File: config.mk
export PLATFORM = sky130hd
export DESIGN_NAME = peak_window
export DESIGN_NICKNAME = d
export VERILOG_FILES = /design/src/rtl/peak_pkg.sv /design/src/rtl/mag_max2.sv /design/src/rtl/peak_window.sv
export SDC_FILE = /design/constraint.sdc
export NUM_CORES = 1
export LEC_CHECK = 0
export CORE_MARGIN = 2
export CORE_UTILIZATION = 55
export CTS_CLUSTER_DIAMETER = 100
export DETAILED_ROUTE_END_ITERATION = 8
export PLACE_DENSITY = 0.89
export SLEW_MARGIN = 5
export SYNTH_ARGS = -nofsm -noshare
export SYNTH_HDL_FRONTEND = slang
export SYNTH_SLANG_ARGS = --single-unit
export TNS_END_PERCENT = 20
File: constraint.sdc
create_clock -name clk -period 5.3 [get_ports clk]
set_clock_uncertainty 0.15 [all_clocks]
set_input_delay 1.06 -clock clk [delete_from_list [all_inputs] [get_ports clk]]
set_output_delay 1.06 -clock clk [all_outputs]
set_load 0.02 [all_outputs]
File: src/rtl/peak_pkg.sv
// Shared types and constants for the peak_window block: FSM states,
// counter width and default sample/window sizes.
package peak_pkg;

  localparam int COUNT_W    = 8;
  localparam int DEF_WIDTH  = 8;
  localparam int DEF_WINDOW = 8;

  typedef enum logic [1:0] {
    IDLE  = 2'd0,
    ACCUM = 2'd1,
    HOLD  = 2'd2
  } state_t;

endpackage

File: src/rtl/mag_max2.sv
// Two-input unsigned magnitude comparator: returns the larger value and a
// strict a>b flag, so equal inputs resolve to b.
module mag_max2 #(
  parameter int WIDTH = 8
) (
  input  logic [WIDTH-1:0] a,
  input  logic [WIDTH-1:0] b,
  output logic [WIDTH-1:0] max,
  output logic             a_gt_b
);

  assign a_gt_b = (a > b);
  assign max    = a_gt_b ? a : b;

endmodule

File: src/rtl/peak_window.sv
// Windowed peak detector: finds the largest of WINDOW unsigned samples and
// holds it for a valid/ready handshake. Define PEAK_INDEX_EN for out_idx.
module peak_window
  import peak_pkg::*;
#(
  parameter int WIDTH  = DEF_WIDTH,
  parameter int WINDOW = DEF_WINDOW
) (
  input  logic             clk,
  input  logic             rst_n,
  input  logic             clr,
  input  logic             in_valid,
  input  logic [WIDTH-1:0] in_data,
  output logic             in_ready,
  output logic             out_valid,
  input  logic             out_ready,
`ifdef PEAK_INDEX_EN
  output logic [7:0]       out_idx,
`endif
  output logic [WIDTH-1:0] out_max
);

  localparam logic [COUNT_W-1:0] WIN_C = COUNT_W'(WINDOW);

  state_t             state_q, state_d;
  logic [COUNT_W-1:0] count_q, count_d;
  logic [WIDTH-1:0]   max_q, max_d;
  logic               live_q;
  logic               accept;
  logic [WIDTH-1:0]   cmpMax;
  logic               cmpGt;
`ifdef PEAK_INDEX_EN
  logic [7:0]         idx_q, idx_d;
`endif

  mag_max2 #(
    .WIDTH (WIDTH)
  ) u_cmp (
    .a      (in_data),
    .b      (max_q),
    .max    (cmpMax),
    .a_gt_b (cmpGt)
  );

  // Holds in_ready low until the first clock edge after reset release.
  always_ff @(posedge clk or negedge rst_n) begin
    if (!rst_n) begin
      live_q <= 1'b0;
    end else begin
      live_q <= 1'b1;
    end
  end

  always_ff @(posedge clk or negedge rst_n) begin
    if (!rst_n) begin
      state_q <= IDLE;
      count_q <= '0;
      max_q   <= '0;
`ifdef PEAK_INDEX_EN
      idx_q   <= '0;
`endif
    end else begin
      state_q <= state_d;
      count_q <= count_d;
      max_q   <= max_d;
`ifdef PEAK_INDEX_EN
      idx_q   <= idx_d;
`endif
    end
  end

  assign in_ready = live_q && (state_q != HOLD);
  assign accept   = in_valid && in_ready;

  // clr overrides both sample acceptance and the output handshake.
  always_comb begin
    state_d = state_q;
    count_d = count_q;
    max_d   = max_q;
`ifdef PEAK_INDEX_EN
    idx_d   = idx_q;
`endif
    if (clr) begin
      state_d = IDLE;
      count_d = '0;
      max_d   = '0;
`ifdef PEAK_INDEX_EN
      idx_d   = '0;
`endif
    end else begin
      case (state_q)
        IDLE: begin
          if (accept) begin
            max_d   = in_data;
            count_d = COUNT_W'(1);
`ifdef PEAK_INDEX_EN
            idx_d   = '0;
`endif
            state_d = (WIN_C == COUNT_W'(1)) ? HOLD : ACCUM;
          end
        end
        ACCUM: begin
          if (accept) begin
            if (cmpGt) begin
              max_d = cmpMax;
`ifdef PEAK_INDEX_EN
              idx_d = count_q;
`endif
            end
            count_d = count_q + COUNT_W'(1);
            if ((count_q + COUNT_W'(1)) == WIN_C) begin
              state_d = HOLD;
            end
          end
        end
        HOLD: begin
          if (out_ready) begin
            state_d = IDLE;
            count_d = '0;
            max_d   = '0;
`ifdef PEAK_INDEX_EN
            idx_d   = '0;
`endif
          end
        end
        default: begin
          state_d = IDLE;
          count_d = '0;
          max_d   = '0;
        end
      endcase
    end
  end

  assign out_valid = (state_q == HOLD);
  assign out_max   = out_valid ? max_q : '0;
`ifdef PEAK_INDEX_EN
  assign out_idx   = out_valid ? idx_q : '0;
`endif

endmodule

Yosys cells after proc, flatten, opt, wreduce, memory -nomap -nowiden
Index checks and enable logic that the tools add are counted.
- $add $sub $neg: 1
- magnitude comparators: 1
- eq/ne operators: 9
- muxes and demuxes: 17
- reductions and logical operators: 6
- operator list (operator ; number):
    $mux 8 ; 9
    $pmux 8 s3 ; 2
    $ne 3x3->1 const B ; 4
    $mux 2 ; 5
    $add 8x1->8 const B ; 1
    $eq 8x4->1 const B ; 1
    $gt 8x8->1 ; 1
    $reduce_and 4->1 ; 2
    $pmux 2 s3 ; 1
    $ne 3x2->1 const B ; 1
    $reduce_and 3->1 ; 1
    $eq 2x1->1 const B ; 1
    $eq 2x2->1 const B ; 1
    $logic_and 1x1->1 ; 2
    $logic_not 2->1 ; 1
    $ne 2x2->1 const B ; 1
- flip-flop bits (word level): 19
- input port bits: 13
- word-level logic and storage cells: 38

Depth between registers and ports, before layout
Gate-level depths: netlist (run 1).
- depth in word-level cells: 6
- depth in mapped cells: 7
- mapped depth without buffers: 7

Cells and area by module
A second synthesis (run 1) with hierarchy kept.
- cells, all modules: 192
- area total of the unflattened synthesis: 1784.2 um2
- modules (own cells, without submodules) (module ; instances ; cells each ; area an instance (um2) ; sequential area each (um2)):
    peak_window ; 1 ; 125 ; 1162.4 ; 475.5
    mag_max2 ; 1 ; 67 ; 621.8 ; 0.0

Worst setup path after synthesis (run 1)
No wires, ideal clock.
- path kind: in2reg
- start: input port in_data[3]
- end: register max_q[0]
- setup time: 0.125 ns
- data arrival time: 2.462 ns
- required time: 5.025 ns
- setup slack: 2.563 ns
- cell stages on the path: 6
- path buffers: 0
- cells stage by stage: ha_1 > nand4_1 > nor2_1 > a221o_1 > o21ai_4 > mux2_4
- longest elaborated chain between the ends: 3
- RTL lines (what ; line ; text):
    from (decl) ; peak_window.sv:13 ; input logic [WIDTH-1:0] in_data,
    $gt 8x8->1 ; mag_max2.sv:12 ; assign a_gt_b = (a > b);
    $ne 3x3->1 (no source line) ; - ;
    $reduce_and 4->1 (no source line) ; - ;
    to (signal assigned) ; peak_window.sv:65 ; max_q <= max_d;
    to (decl) ; peak_window.sv:27 ; logic [WIDTH-1:0] max_q, max_d;
No other way between the ends.
A chain may end at the register's enable or synchronous reset.

Worst setup path after layout (run 1)
- start: register state_q[0]
- end: output port out_max[2]
- longest elaborated chain between the ends: 2
- RTL lines (what ; line ; text):
    from (decl) ; peak_window.sv:25 ; state_t state_q, state_d;
    from (signal assigned) ; peak_window.sv:63 ; state_q <= state_d;
    $eq 2x2->1 ; peak_window.sv:135 ; assign out_valid = (state_q == HOLD);
    $mux 8 ; peak_window.sv:136 ; assign out_max = out_valid ? max_q : '0;
    to (decl) ; peak_window.sv:20 ; output logic [WIDTH-1:0] out_max
No other way between the ends.

==> results by group, run 1 <==
Detailed routing
  – Post-DR wirelength/cell: 14.0 um
  – Post-route DRC: 0
  – Top Metal Used: met4
  – Via density: 5.74
  – Initial DRC Count: 38
  – Routed length on met2: 1260 um
  – ANT nets after route: 0
  – Via count: 1067
  – DRT met1 WL: 1130 um
  – Met3 wire length: 160 um
  – First-pass DRT Iterations: 4
  – Post-Route WL: 2600 um

Synth
  – Post-synthesis sequential area ratio: 38.8%
  – Mapped Area: 1230 um^2
  – Synth Flop Type: dfrtp_1
  – Post-synth ARST share: 100%
  – Synth area leaders: dfrtp_1 (39%), ha_1 (9.2%), nand2_1 (6.7%)
  – Ys Warns: 0
  – Synthesized flop and latch total: 19
  – Area share of the largest cell type after synthesis: 38.8%
  – Area leader, netlist: dfrtp_1
  – Post-synth net total: 157
  – Synthesized netlist cell count: 135
  – Post-Syn Area per Cell: 9.08 um^2
  – Post-synth EDFFs: 0
  – Synth cell types: 32

Setup path
  – R2r setup slk: 3.09 ns
  – Crit-path slowest cell: clkdlybuf4s50_1
  – Max stage delay on crit path: 0.61 ns
  – Crit path cell chain: nor2b_1 -> and2_1 -> clkdlybuf4s50_1
  – Critical path buffer and inverter count: 1
  – Crit path max-delay family: simple AND/OR/NAND/NOR gates
  – Required time of the critical path: 4.09 ns
  – Critical Path Sink Type: primary output
  – Worst endpoint data arrival time: 2.13 ns
  – Type of origin of the critical path: flip-flop
  – Critical path peak fanout: 10
  – Crit path kind: reg -> out

Floorplan
  – Area of the die: 2620 um^2
  – Floorplan core area: 2150 um^2
  – Initial core utilization: 57.1%
  – Row count: 17
  – Die H: 51.2 um
  – DIE WIDTH: 51.2 um
  – Ports: 23

Clocking
  – CTS tree: built
  – CTS root buffer: clkbuf_4
  – Setup Buffers After CTS: 0
  – CTS H-tree depth: 1
  – CTS max path bufs: 2
  – TritonCTS buffer count: 3
  – Total clock sinks: 19
  – Resized cells post-CTS: 0
  – Clk_lat worst skew: 0.30 ns
  – Clock transition at path regs: 0.12 ns
  – # hold bufs at CTS: 0

STA
  – Fin crit share: 63.1%
  – Minimum clock period: 3.34 ns
  – Final Max Slew Viols: 0
  – Worst-Margin Slew: 0.832 ns
  – Rel. slew slack: 44.3%
  – Final Hold Viols: 0
  – Final setup TNS: 0 ns
  – RSZ-0062 raised after global routing: false
  – Max Clk Rate: 299 MHz
  – Setup violators final: 0

Layout
  – Most frequent cells in the layout: nand2_1 (22), clkdlybuf4s50_1 (22), dfrtp_1 (19), o21ai_0 (12)
  – Share of cells above drive strength 1: 5.70%
  – Area delta synth->final: 21.8%
  – Antenna diodes: 0
  – Design area: 1490 um^2
  – # nets final: 181

Power and ir drop
  – Sw frac: 31.5%
  – Clock network fraction of design power: 22.8%
  – Max IR drop VDD: 0.000146 V
  – Seq pwr share: 50.4%
  – Pleak: 0.694 nW
  – Combinational Power Share: 26.8%
  – Psw: 0.105 mW
  – Pwr/cell area: 223 nW/um^2
  – Internal Power: 0.229 mW

Global route
  – Largest net degree at the start of global routing: 20
  – GRT Total Usage: 22.0%
  – Global-route wire length before repair: 4390 um
  – Vias in the first global route: 1012
  – Antenna violations before repair: 0
  – Grt ovf: 0

Place
  – GPL Wtd Cong: 0.861
  – Dpl cell area: 1470 um^2
  – PortBufs: 22
  – Detailed Place HPWL: 1950 um

Status
  – Outcome: complete, no violations

Hold path
  – Worst min path class: reg -> reg

Flow run
  – Max_cap viols: 0
==> Yosys cell counts (4+ instances only) <==
cell type,n
ha_1,9
mux2i_1,7
inv_1,9
nand3_1,5
and2_1,9
o21ai_0,12
nor3_1,4
dfrtp_1,19
and3_1,4
nand2_1,22
a21oi_1,5
==> power groups by stage <==
| stage | Sequential [mW] | Combinational (mW) | Clock, mW |
|---|---|---|---|
| 2_1_floorplan | 0.167 | 0.0646 | 0 |
| 6_report | 0.168 | 0.0896 | 0.0761 |
| 5_1_grt | 0.170 | 0.101 | 0.0832 |
| 3_3_place_gp | 0.170 | 0.0848 | 0 |
| 3_5_place_dp | 0.171 | 0.0890 | 0 |
| 4_1_cts | 0.168 | 0.0896 | 0.0761 |
==> through the flow <==
stage | power (mW) | hold WS [ns] | setup WS [ns] | std cells | utilization (%)
after floorplan | 0.232 | 0.350 | 2.56 | 135 | -
after global placement | 0.255 | 0.372 | 2.04 | 182 | 68.3
after detailed placement | 0.260 | 0.388 | 1.98 | 182 | 68.3
after CTS | 0.334 | 0.412 | 1.97 | 186 | 69.5
after global routing | 0.355 | 0.439 | 1.84 | 186 | 69.5
final | 0.334 | 0.410 | 1.96 | 186 | 69.5
==> registers in the layout (all words and copies together), names as in the netlist <==
name	flops
state_q	2
max_q	8
live_q	1
count_q	8
==> worst register-to-register path: stages, from the launching register on <==
cell and delay (ns):
dfrtp_1 0.40, inv_1 0.09, ha_1 0.25, nand3_1 0.12, nor2_1 0.06, a221o_1 0.37, o21ai_4 0.35, mux2_4 0.34
==> cell families after synthesis <==
logic type | after synthesis | share of synthesized area, %
and+or+nand+nor | 56 | 23.8
AOI/OAI and AO/OA | 27 | 14.9
xor gates and xnor gates | 3 | 2.14
muxes | 8 | 6.94
buffers and inverters | 12 | 3.98
adders and majority gates | 9 | 9.18
other | 1 | 0.306
DFF | 19 | 38.8
==> path summary, 6_finish.rpt <==
| check | from | cells after the start | end |
|---|---|---|---|
| worst max-delay path | state_q[0]$_DFFE_PN0P_ | 3 | out_max[2] |
| worst min-delay path | max_q[1]$_DFFE_PN0P_ | 2 | max_q[1]$_DFFE_PN0P_ |
| worst max register to register | max_q[6]$_DFFE_PN0P_ | 7 | max_q[0]$_DFFE_PN0P_ |
| worst min register to register | max_q[1]$_DFFE_PN0P_ | 2 | max_q[1]$_DFFE_PN0P_ |
| max in group asynchronous | rst_n | 1 | count_q[3]$_DFFE_PN0P_ |
| min in group asynchronous | rst_n | 1 | max_q[4]$_DFFE_PN0P_ |
==> metal layers <==
| metal | global-route usage [%] | vias to the layer above |
|---|---|---|
| met1 | 27.7 | 497 |
| met3 | 2.92 | 6 |
| met2 | 38.7 | 44 |
| met5 | 0 | - |
| li1 | - | 520 |
| met4 | 7.89 | 0 |
==> area by class of cell <==
type | count | area, um^2
clock buffer | 3 | 22.5
timing repair buffer | 22 | 220
multi-input combinational | 104 | 702
fill | 162 | 654
tap | 28 | 35.0
inverter | 9 | 33.8
sequential | 19 | 475
clock inverter | 1 | 5.00
Note: power is estimated with default switching activity, not from simulation.
==> run 2: changes to the inputs <==
- CORE_UTILIZATION: 55 -> 46
- PLACE_DENSITY: 0.89 -> 0.8
- clock period: 5.3 -> 2.8 ns (I/O delays scaled with it)
==> results by group, run 2 (same netlist as run 1, synthesis figures left out) <==
Detailed routing
  – Post-route DRC: 0 (unchanged)
  – Post-DR wirelength/cell: 13.6 um (-2.9%)
  – Via count: 1062 (-0.47%)
  – ANT nets after route: 0 (unchanged)
  – Post-Route WL: 2630 um (+1.2%)
  – First-pass DRT Iterations: 5 (+1)
  – Via density: 5.47 (-4.6%)
  – Initial DRC Count: 23 (-39%)

Clocking
  – CTS tree: built
  – TritonCTS buffer count: 3 (unchanged)
  – Clock transition at path regs: 0.12 ns (about the same)
  – Total clock sinks: 19 (unchanged)
  – CTS max path bufs: 2 (unchanged)
  – # hold bufs at CTS: 0 (unchanged)
  – Clk_lat worst skew: 0.30 ns (about the same)
  – CTS H-tree depth: 1 (unchanged)
  – CTS root buffer: clkbuf_4
  – Resized cells post-CTS: 0 (unchanged)
  – Setup Buffers After CTS: 0 (unchanged)

Layout
  – Design area: 1540 um^2 (+3.2%)
  – Antenna diodes: 0 (unchanged)
  – Share of cells above drive strength 1: 9.15% (+3.5 points)
  – Most frequent cells in the layout: nand2_1 (22), clkdlybuf4s50_1 (22), dfrtp_1 (19), o21ai_0 (12)
  – Largest regs: count_q x8, max_q x8, state_q x2
  – Area delta synth->final: 25.7%
  – # nets final: 187 (+3.3%)
  – Filler instances: 221 (+36%)

Hold path
  – Worst min path class: reg -> reg
  – Hold Path Sink: max_q[1]$_DFFE_PN0P_
  – Worst hold path cell count: 2 (unchanged)
  – Min-delay src: max_q[1]$_DFFE_PN0P_

Place
  – GPL Wtd Cong: 0.789 (-8.4%)
  – PortBufs: 22 (unchanged)
  – Dpl cell area: 1510 um^2 (+3.2%)
  – Detailed Place HPWL: 1950 um (+0.43%)
  – Setup WS pre-CTS: 0.0999 ns (-1.88 ns)

Setup path
  – Crit-path slowest cell: clkdlybuf4s50_1
  – Worst reg2reg endpoint: max_q[5]$_DFFE_PN0P_
  – Crit path cell chain: nor2b_1 -> buf_4 -> and2_1 -> clkdlybuf4s50_1
  – Critical Path Sink Type: primary output
  – RR Startpoint: max_q[6]$_DFFE_PN0P_
  – Required time of the critical path: 2.09 ns (-2.00 ns)
  – R2r setup slk: 0.73 ns (-2.36 ns)
  – Max stage delay on crit path: 0.59 ns (-0.02 ns)
  – Crit path max-delay family: buffers and inverters
  – Crit path kind: reg -> out
  – Critical path peak fanout: 8 (-2)
  – Worst endpoint data arrival time: 1.98 ns (-0.15 ns)
  – Worst r2r path cells: 8 (+1)
  – Type of origin of the critical path: flip-flop
  – Critical path buffer and inverter count: 2 (+1)

Global route
  – Met2 Usage GRT: 26.4% (-12 points)
  – Antenna violations before repair: 0 (unchanged)
  – Grt ovf: 0 (unchanged)
  – Largest net degree at the start of global routing: 20 (unchanged)
  – Most Crowded Layer GR: met2
  – Vias in the first global route: 972 (-4.0%)
  – Global-route wire length before repair: 4400 um (+0.16%)
  – Met1 Use GR: 26.2% (-1.4 points)
  – GR Util met3: 1.86% (-1.1 points)
  – GRT Total Usage: 17.6% (-4.5 points)

Flow run
  – Max_cap viols: 0 (unchanged)

Power and ir drop
  – Pleak: 0.723 nW (+4.2%)
  – Pwr/cell area: 417 nW/um^2 (+87%)
  – Max IR drop VDD: 0.000287 V (+97%)

STA
  – Final Hold Viols: 0 (unchanged)
  – RSZ-0062 raised after global routing: false
  – Final setup TNS: 0 ns (unchanged)
  – Final Hold Slack: 0.403 ns (-0.00760 ns)
  – Minimum clock period: 2.69 ns
  – Max Clk Rate: 371 MHz
  – Setup ws final: 0.108 ns (-1.85 ns)
  – Fin crit share: 96.2%
  – Setup violators final: 0 (unchanged)
  – Final Max Slew Viols: 0 (unchanged)

Floorplan
  – Floorplan core area: 2500 um^2 (+16%)
  – Row count: 18 (+1)
  – Die H: 55.6 um (+8.6%)
  – DIE WIDTH: 55.6 um (+8.6%)
  – Ports: 23 (unchanged)
  – Area of the die: 3090 um^2 (+18%)
  – Initial core utilization: 49.0% (-8.0 points)

Status
  – Outcome: complete, no violations
==> run 2: cell count changes in the layout (fill, tap and decap cells not counted) <==
cell	delta
buf_4	+6
==> run 2: final cells by class <==
| cell class | instances | area (um^2) | share of cell area (%) |
|---|---|---|---|
| flip-flops and latches | 19 | 475 | 30.8 |
| repair buffers | 28 | 265 | 17.2 |
| multi-input cells | 104 | 702 | 45.5 |
| clock buffers | 3 | 22.5 | 1.46 |
| clock inverters | 1 | 5.00 | 0.325 |
| well taps | 30 | 37.5 | 2.44 |
| inverters | 9 | 33.8 | 2.19 |
==> run 2: through the flow <==
step | power (mW) | utilization (%) | instances
after floorplan | 0.438 | - | 135
after global placement | 0.495 | 60.6 | 190
after detailed placement | 0.500 | 60.6 | 190
after CTS | 0.647 | 61.7 | 194
after global routing | 0.680 | 61.7 | 194
final | 0.642 | 61.7 | 194
==> run 2: worst max-delay path by stage <==
stage | start | endpoint | depth (start not counted)
after floorplan | in_data[3] | max_q[0]$_DFFE_PN0P_ | 6
after global placement | in_data[6] | max_q[2]$_DFFE_PN0P_ | 8
after detailed placement | in_data[6] | max_q[5]$_DFFE_PN0P_ | 8
after CTS | state_q[1]$_DFFE_PN0P_ | out_max[3] | 4
after global routing | state_q[1]$_DFFE_PN0P_ | out_max[0] | 4
final | state_q[1]$_DFFE_PN0P_ | out_max[6] | 4
==> run 2: power breakdown <==
group | internal (mW) | switching (mW) | total (mW)
logic | 0.0881 | 0.0929 | 0.181
registers | 0.300 | 0.0152 | 0.315
clock network | 0.0532 | 0.0932 | 0.146
==> run 2: tightest hold or removal path: stages, from the launching register on <==
cell and delay (ns):
dfrtp_1 0.39, inv_1 0.07, mux2i_1 0.06
==> run 2: layer usage <==
layer / vias to the layer above / routed length (um)
li1: 528 / -
met1: 500 / 1310
met2: 32 / 1180
met3: 2 / 110
met4: 0 / 27
met5: - / 0
